## src/rtl/full_adder.sv

```systemverilog
// -----------------------------------------------------------------------------
// full_adder
//
// Single-bit full adder with an optional bit-serial accumulation mode.
// In combinational mode (serial_en=0) the carry-in comes from port c. In
// serial mode (serial_en=1) it comes from an internal carry register that is
// loaded from c on a start pulse and then updated with the carry-out on every
// accumulate edge. Operands are fed LSB first, one bit per clock. The sum
// bits are shifted into result from the top, so the first bit lands in
// result[0] after WIDTH shifts.
//
// Ports:
//   clk       in   rising-edge clock
//   rst_n     in   asynchronous active-low reset
//   a, b      in   addend bits
//   c         in   carry-in (combinational) / initial carry (serial start)
//   serial_en in   1 = carry-in from the carry register, 0 = from c
//   start     in   single-cycle pulse that begins a serial addition
//   sum       out  combinational sum bit
//   carry     out  combinational carry-out bit
//   sum_q     out  sum registered every clock edge
//   carry_q   out  carry registered every clock edge
//   result    out  WIDTH-bit serial sum word
//   done      out  high once WIDTH serial bits have been accumulated
// -----------------------------------------------------------------------------
module full_adder #(
   parameter int unsigned WIDTH = 8
) (
   input  logic             clk,
   input  logic             rst_n,
   input  logic             a,
   input  logic             b,
   input  logic             c,
   input  logic             serial_en,
   input  logic             start,
   output logic             sum,
   output logic             carry,
   output logic             sum_q,
   output logic             carry_q,
   output logic [WIDTH-1:0] result,
   output logic             done
);

   // WIDTH=1 still needs a one-bit counter.
   localparam int unsigned   CW   = (WIDTH > 1) ? $clog2(WIDTH) : 1;
   localparam logic [CW-1:0] LAST = CW'(WIDTH - 1);

   logic             creg_q, creg_d;
   logic [CW-1:0]    cnt_q, cnt_d;
   logic [WIDTH-1:0] res_q, res_d;
   logic             done_q, done_d;

   logic             cin_sel;
   logic             start_edge;
   logic             acc_edge;
   logic [WIDTH-1:0] res_shift;

   // Combinational full adder.
   always_comb begin
      cin_sel = serial_en ? creg_q : c;
      sum     = a ^ b ^ cin_sel;
      carry   = (a & b) | (a & cin_sel) | (b & cin_sel);
   end

   // Serial-mode next state. Start has priority over accumulation; clearing
   // serial_en simply holds everything (pause).
   always_comb begin
      start_edge = serial_en & start;
      acc_edge   = serial_en & ~start & ~done_q;

      // Written without a part-select so WIDTH=1 is legal.
      res_shift            = res_q >> 1;
      res_shift[WIDTH-1]   = sum;

      creg_d = creg_q;
      cnt_d  = cnt_q;
      res_d  = res_q;
      done_d = done_q;

      if (start_edge) begin
         creg_d = c;
         cnt_d  = '0;
         res_d  = '0;
         done_d = 1'b0;
      end else if (acc_edge) begin
         creg_d = carry;
         cnt_d  = cnt_q + 1'b1;
         res_d  = res_shift;
         if (cnt_q == LAST) begin
            done_d = 1'b1;
         end
      end
   end

   always_ff @(posedge clk or negedge rst_n) begin
      if (!rst_n) begin
         sum_q   <= 1'b0;
         carry_q <= 1'b0;
         creg_q  <= 1'b0;
         cnt_q   <= '0;
         res_q   <= '0;
         done_q  <= 1'b0;
      end else begin
         sum_q   <= sum;
         carry_q <= carry;
         creg_q  <= creg_d;
         cnt_q   <= cnt_d;
         res_q   <= res_d;
         done_q  <= done_d;
      end
   end

   assign result = res_q;
   assign done   = done_q;

endmodule

```

## config.mk

```make
export PLATFORM = sky130hd
export DESIGN_NAME = full_adder
export DESIGN_NICKNAME = d
export VERILOG_FILES = /design/src/rtl/full_adder.sv
export SDC_FILE = /design/constraint.sdc
export NUM_CORES = 1
export LEC_CHECK = 0
export ABC_AREA = 1
export BUFFER_PORTS_ARGS = -buffer_cell sky130_fd_sc_hd__buf_4
export CAP_MARGIN = 25
export CORE_AREA = 4 4 42 44
export CTS_CLUSTER_DIAMETER = 50
export DETAILED_ROUTE_END_ITERATION = 12
export DIE_AREA = 0 0 46 48
export GPL_ROUTABILITY_DRIVEN = 0
export MAX_ROUTING_LAYER = met4
export PLACE_DENSITY = 0.77
export SKIP_LAST_GASP = 1
export SLEW_MARGIN = 10
export SYNTH_ARGS = -nofsm -noshare
export SYNTH_HDL_FRONTEND = slang
export SYNTH_SLANG_ARGS = --single-unit
```

## constraint.sdc

```tcl
create_clock -name clk -period 1.9 [get_ports clk]
set_input_delay 0.095 -clock clk [delete_from_list [all_inputs] [get_ports clk]]
set_output_delay 0.095 -clock clk [all_outputs]
set_load 0.1 [all_outputs]
```

==> flow_summary.ini, run 1 <==
[power_and_ir_drop]
seqPwrFrac = 0.438
comb_power_share = 0.342
power_leakage_uw = 0.000483
switching_share = 0.412
power_uw = 824
power_frac_clock = 0.220
intPower_uw = 484
power_density_nw_per_um2 = 955
vdd_drop_max_uv = 589
p_switching_uw = 340

[finish]
syn2layout_area_growth_pct = 24.3
diodes = 0
fin_area_sq_um = 863
final-instance-count-excl-fill = 110
fill_cells = 130
ff_latch_area_sq_um = 375
multi_input_area_sq_um = 277
nNetsFinal = 105
drive_gt1_frac = 0.298

[clock_tree]
clk_path_buf_depth = 2
cts_root_buffer = clkbuf_4
cts_made_buffers = 3
clock_latency_ns = 0.28
cts_sinks = 15
postCtsSetupBuffers = 0
clk_pin_slew_worst_paths_ns = 0.09
cts_tree = done
post_cts_resize_count = 0
htree_num_levels = 1

[yosys]
syn_inst = 73
netlist_area_sq_um = 694
ys_types = 14
yosysTopAreaCell = dfrtp_1
yosys_warnings = 0
seq_area_frac_synth = 0.541
synth_area_leaders = dfrtp_1 (54%), nand2_1 (15%), nand3_1 (9.4%), buf_6 (4.9%), ha_1 (3.6%)
ys_ff_latch = 15
synth_top_area_frac = 0.541
yosysMostFrequentCell = nand2_1
syn_avg_cell_area_sq_um = 9.51
synthTopCellsByCount = nand2_1 (27), dfrtp_1 (15), nand3_1 (13)
synth_top_flop_cell = dfrtp_1
synth.net_count = 83
synth_async_sr_flop_share = 1.00
synth_edf_count = 0

[worst_setup_path]
crit_type = reg2out
endpoint_kind = output pin
cp_max_fo = 3
worst-endpoint-required_ns = 1.80
worstSetupStartpointType = register
crit_arrival_ns = 1.70

[timing]
worst_pin_slew_ns = 0.279
slew_viol_final = 0
tns_ns = 0
rsz0062_at_grt = false
relSlewSlack = 0.815
fin_crit_sh = 0.945
max_freq_ghz = 0.557
setup_viol = 0
final.setup_skew_ns = 0.00155
finalHoldViolations = 0
period_minus_slack_ns = 1.80

[grt]
grt_max_degree = 19
top_usage_layer = met2
grt_pass1_wl_um = 2130
grt_pass1_vias = 498
gr-usage-met3 = 0.0451
grt_use_met1 = 0.158
use_met2 = 0.234
grt_antenna_before_repair = 0
track_usage = 0.141
overflow = 0

[placement]
placedCellCount = 105
numPortBuffers = 19
place_area_sq_um = 826
hpwl_um = 924

[hold_path]
hold_path_class = in2reg

[die]
ios = 20
die_w_um = 46
coreArea_sq_um = 1440
rows = 14
initial_core_util = 0.483
die_h_um = 48
die_area_sq_um = 2210

[detailed_routing]
drt_iter0_drc = 13
vias_per_cell = 5.31
drc = 0
post_drt_wl_per_cell_um = 11.7
firstDrtPassIters = 4
vias = 584
wl_um = 1290
antenna_left = 0

[run]
cap_viol_max_count = 0

[outcome]
status = completed
## area by class of cell
type / count / share of cell area
Sequential cell: 15 / 0.435
Multi-Input combinational cell: 52 / 0.320
Timing Repair Buffer: 20 / 0.177
Clock buffer: 3 / 0.0261
Tap cell: 16 / 0.0232
Inverter: 3 / 0.0130
Clock inverter: 1 / 0.00580
## power by group through the flow
stage | clock network [uW] | registers, uW | logic, uW
final | 181 | 361 | 282
after detailed placement | 0 | 367 | 282
after global placement | 0 | 366 | 279
after global routing | 209 | 365 | 298
after CTS | 185 | 361 | 284
after floorplan | 0 | 473 | 122
## registers in the layout (all words and copies together) (netlist names)
name,cells
carry_q,1
done,1
result,8
cnt_q,3
sum_q,1
creg_q,1
## cell usage in the layout, fill, tap and decap left out, drive strengths merged
cell type / instances
inv: 3
dlygate4sd3: 1
fa: 1
clkbuf: 3
dfrtp: 15
nand3: 13
o21ai: 4
buf: 19
a21oi: 1
nand2: 29
nor2: 2
clkinv: 1
ha: 2
## cells by family (layout without fill, tap and decap cells)
kind of cell,after synthesis,in the layout,share of synthesized area
flip-flops,15,15,0.541
AND/OR/NAND/NOR,44,44,0.294
adder cells (fa/ha/maj),3,3,0.0649
AO/OA/AOI/OAI,5,5,0.0360
buffers and inverters,6,27,0.0649
## per-layer routing
layer / routed length (um) / vias up
met5: 0 / -
met4: 14 / 0
li1: - / 281
met2: 633 / 29
met3: 118 / 4
met1: 525 / 270
## through the flow
stage / utilization / hold WS, ns / worst slack, ns
2_1_floorplan: - / -0.201 / 0.274
3_3_place_gp: 0.575 / -0.0417 / 0.469
3_5_place_dp: 0.575 / -0.0403 / 0.422
4_1_cts: 0.601 / 0.117 / 0.105
5_1_grt: 0.601 / 0.112 / 0.0174
6_report: 0.601 / 0.122 / 0.104
## worst max-delay path: stages (launching register included)
cell     delay (ns)
dfrtp_1        0.39
nand2_1        0.06
o21ai_0        0.11
fa_2           0.57
buf_4          0.29
## repair_timing
item | CTS | global route
hold buffers | 1 | 0
endpoints found under the hold margin | 15 | 0
endpoints found under the setup margin | 0 | 0
## final timing paths
kind                            startpoint        end  slack, ns  cells past startpoint
worst max register to register      creg_q  result[7]       0.58                      5
worst max-delay path                creg_q        sum       0.10                      4
min in group asynchronous            rst_n   cnt_q[2]       0.19                      2
max in group asynchronous            rst_n  result[4]       1.53                      2
worst min-delay path                 start   cnt_q[1]       0.12                      4
worst min register to register   result[2]  result[1]       0.51                      2
Note: power is estimated with default switching activity, not from simulation.
==> run 2, diff against run 1 <==
--- a/config.mk
+++ b/config.mk
@@ -6,11 +6,10 @@
 export NUM_CORES = 1
 export LEC_CHECK = 0
-export ABC_AREA = 1
 export BUFFER_PORTS_ARGS = -buffer_cell sky130_fd_sc_hd__buf_4
 export CAP_MARGIN = 25
-export CORE_AREA = 4 4 42 44
+export CORE_AREA = 4 4 43 45
 export CTS_CLUSTER_DIAMETER = 50
 export DETAILED_ROUTE_END_ITERATION = 12
-export DIE_AREA = 0 0 46 48
+export DIE_AREA = 0 0 47 49
 export GPL_ROUTABILITY_DRIVEN = 0
 export MAX_ROUTING_LAYER = met4
==> constraint.sdc (replaced) <==
create_clock -name clk -period 1.9 [get_ports clk]
set_input_delay 0.19 -clock clk [delete_from_list [all_inputs] [get_ports clk]]
set_output_delay 0.19 -clock clk [all_outputs]
set_load 0.1 [all_outputs]
==> flow_summary.ini, run 2 <==
[worst_setup_path]
worst-endpoint-required_ns = 1.71
path_cells = mux2_2 > fa_2 > buf_12
reg2reg_to = creg_q
r2r_slack_ns = 0.30
cp_max_fo = 3
startpoint = creg_q
ff2ff_path_depth = 5
max_stage_delay_ns = 0.58
r2r_start = creg_q
critPathCapture = sum
crit_arrival_ns = 1.70
crit_type = reg2out
worstSetupStartpointType = register
endpoint_kind = output pin
critPathSlowestCell = fa_2

[clock_tree]
cts_sinks = 15
cts_root_buffer = clkbuf_4
cts_tree = done
htree_num_levels = 1
cts_made_buffers = 3
clk_path_buf_depth = 2
clock_latency_ns = 0.28
clk_pin_slew_worst_paths_ns = 0.09

[yosys]
syn_avg_cell_area_sq_um = 13.2
synth_area_leaders = dfrtp_1 (51%), a21boi_2 (12%), a31o_2 (11%), buf_6 (4.6%), ha_1 (3.4%)
synth_async_sr_flop_share = 1.00
yosysMostFrequentCell = dfrtp_1
seq_area_frac_synth = 0.506
ys_types = 20
synth_top_area_frac = 0.506
yosysTopAreaCell = dfrtp_1
yosys_warnings = 0
netlist_area_sq_um = 742
synth.net_count = 66
synth_top_flop_cell = dfrtp_1
synthTopCellsByCount = dfrtp_1 (15), a31o_2 (9), a21boi_2 (8)
syn_inst = 56
synth_edf_count = 0
ys_ff_latch = 15

[grt]
overflow = 0
grt_pass1_vias = 586
grt_pass1_wl_um = 2700
grt_max_degree = 17
grt_antenna_before_repair = 0
track_usage = 0.163

[timing]
finalHoldViolations = 0
hold_ws_ns = 0.114
final.setup_skew_ns = 0.00431
rsz0062_at_grt = true
fin_crit_sh = 0.997
tns_ns = 0
setup_viol = 0
slew_viol_final = 0
relSlewSlack = 0.772
max_freq_ghz = 0.528
worst_pin_slew_ns = 0.341
period_minus_slack_ns = 1.89

[die]
die_area_sq_um = 2300
initial_core_util = 0.504
die_w_um = 47
die_h_um = 49
rows = 14
ios = 20
coreArea_sq_um = 1470

[hold_path]
hold_path_class = in2reg

[detailed_routing]
post_drt_wl_per_cell_um = 15.8
drt-met1-wl_um = 638
top_layer_used = met4
met2_length_um = 781
met3_wirelength_um = 40
drc = 0
vias = 509
firstDrtPassIters = 2
vias_per_cell = 5.47
antenna_left = 0
wl_um = 1470
drt_iter0_drc = 2

[finish]
final_core_util = 0.629
nNetsFinal = 88
drive_gt1_frac = 0.571
fin_area_sq_um = 926
final_common_cell = buf_4
fill_cells = 125
syn2layout_area_growth_pct = 24.8
ff_latch_area_sq_um = 375
final_cell_mix = buf_4 (20), dfrtp_1 (15), a31o_2 (9), a21boi_2 (8), a21oi_1 (4)
largest_reg_flops = 8
multi_input_area_sq_um = 317
diodes = 0

[run]
cap_viol_max_count = 0

[power_and_ir_drop]
switching_share = 0.395
intPower_uw = 510
power_uw = 844
power_frac_clock = 0.218
seqPwrFrac = 0.423
comb_power_share = 0.359
power_density_nw_per_um2 = 911
vdd_drop_max_uv = 624
p_switching_uw = 333
power_leakage_uw = 0.000451

[placement]
numPortBuffers = 19
place_area_sq_um = 877
hpwl_um = 1060

[outcome]
status = completed
## run 2: repair_timing
item | in CTS | in global routing
setup buffers | 0 | 0
hold buffers | 1 | 0
resized for setup | 3 | 0
hold endpoints to repair | 15 | 0
setup endpoints to repair | 1 | 1
pin swaps | 0 | 0
## run 2: layout make-up
cell class,instances,area share
clock buffers,4,0.0284
inverters,2,0.00811
multi-input cells,34,0.342
flip-flops and latches,15,0.405
well taps,16,0.0216
repair buffers,22,0.195
## run 2: per-stage QoR
stage,setup slack (ns),instances
2_1_floorplan,0.0376,56
3_3_place_gp,0.256,88
3_5_place_dp,0.245,88
4_1_cts,0.0110,93
5_1_grt,-0.0486,93
6_report,0.00641,93
## run 2: power groups by stage
| stage | clock [uW] | combinational [uW] | sequential, uW |
|---|---|---|---|
| floorplan | 0 | 123 | 471 |
| global placement | 0 | 285 | 363 |
| detailed placement | 0 | 288 | 363 |
| CTS | 186 | 305 | 357 |
| global route | 209 | 318 | 361 |
| finish | 184 | 303 | 357 |
## run 2: routing by layer
metal | vias to the layer above | track usage
li1 | 247 | -
met1 | 250 | 0.199
met2 | 10 | 0.256
met3 | 2 | 0.0554
met4 | 0 | 0.0415
met5 | - | -
## run 2: critical path, delay by kind of cell (launching register included)
kind	cells	cell delay, ns
fa+ha+maj	1	0.58
flops	1	0.38
mux	1	0.28
buf+inv	1	0.18
## run 2: cell families after synthesis
logic type,Yosys count,synth area share
AO/OA/AOI/OAI,25,0.293
flip-flops,15,0.506
AND/OR/NAND/NOR,4,0.0405
adder cells (fa/ha/maj),3,0.0607
buffers and inverters,7,0.0708
multiplexers,2,0.0287
## run 2: worst min-delay path by stage
stage	start	to	depth (start not counted)
floorplan	rst_n	carry_q	0
global route	start	done	2
CTS	start	done	2
global placement	rst_n	carry_q	1
finish	start	done	2
detailed placement	rst_n	sum_q	1
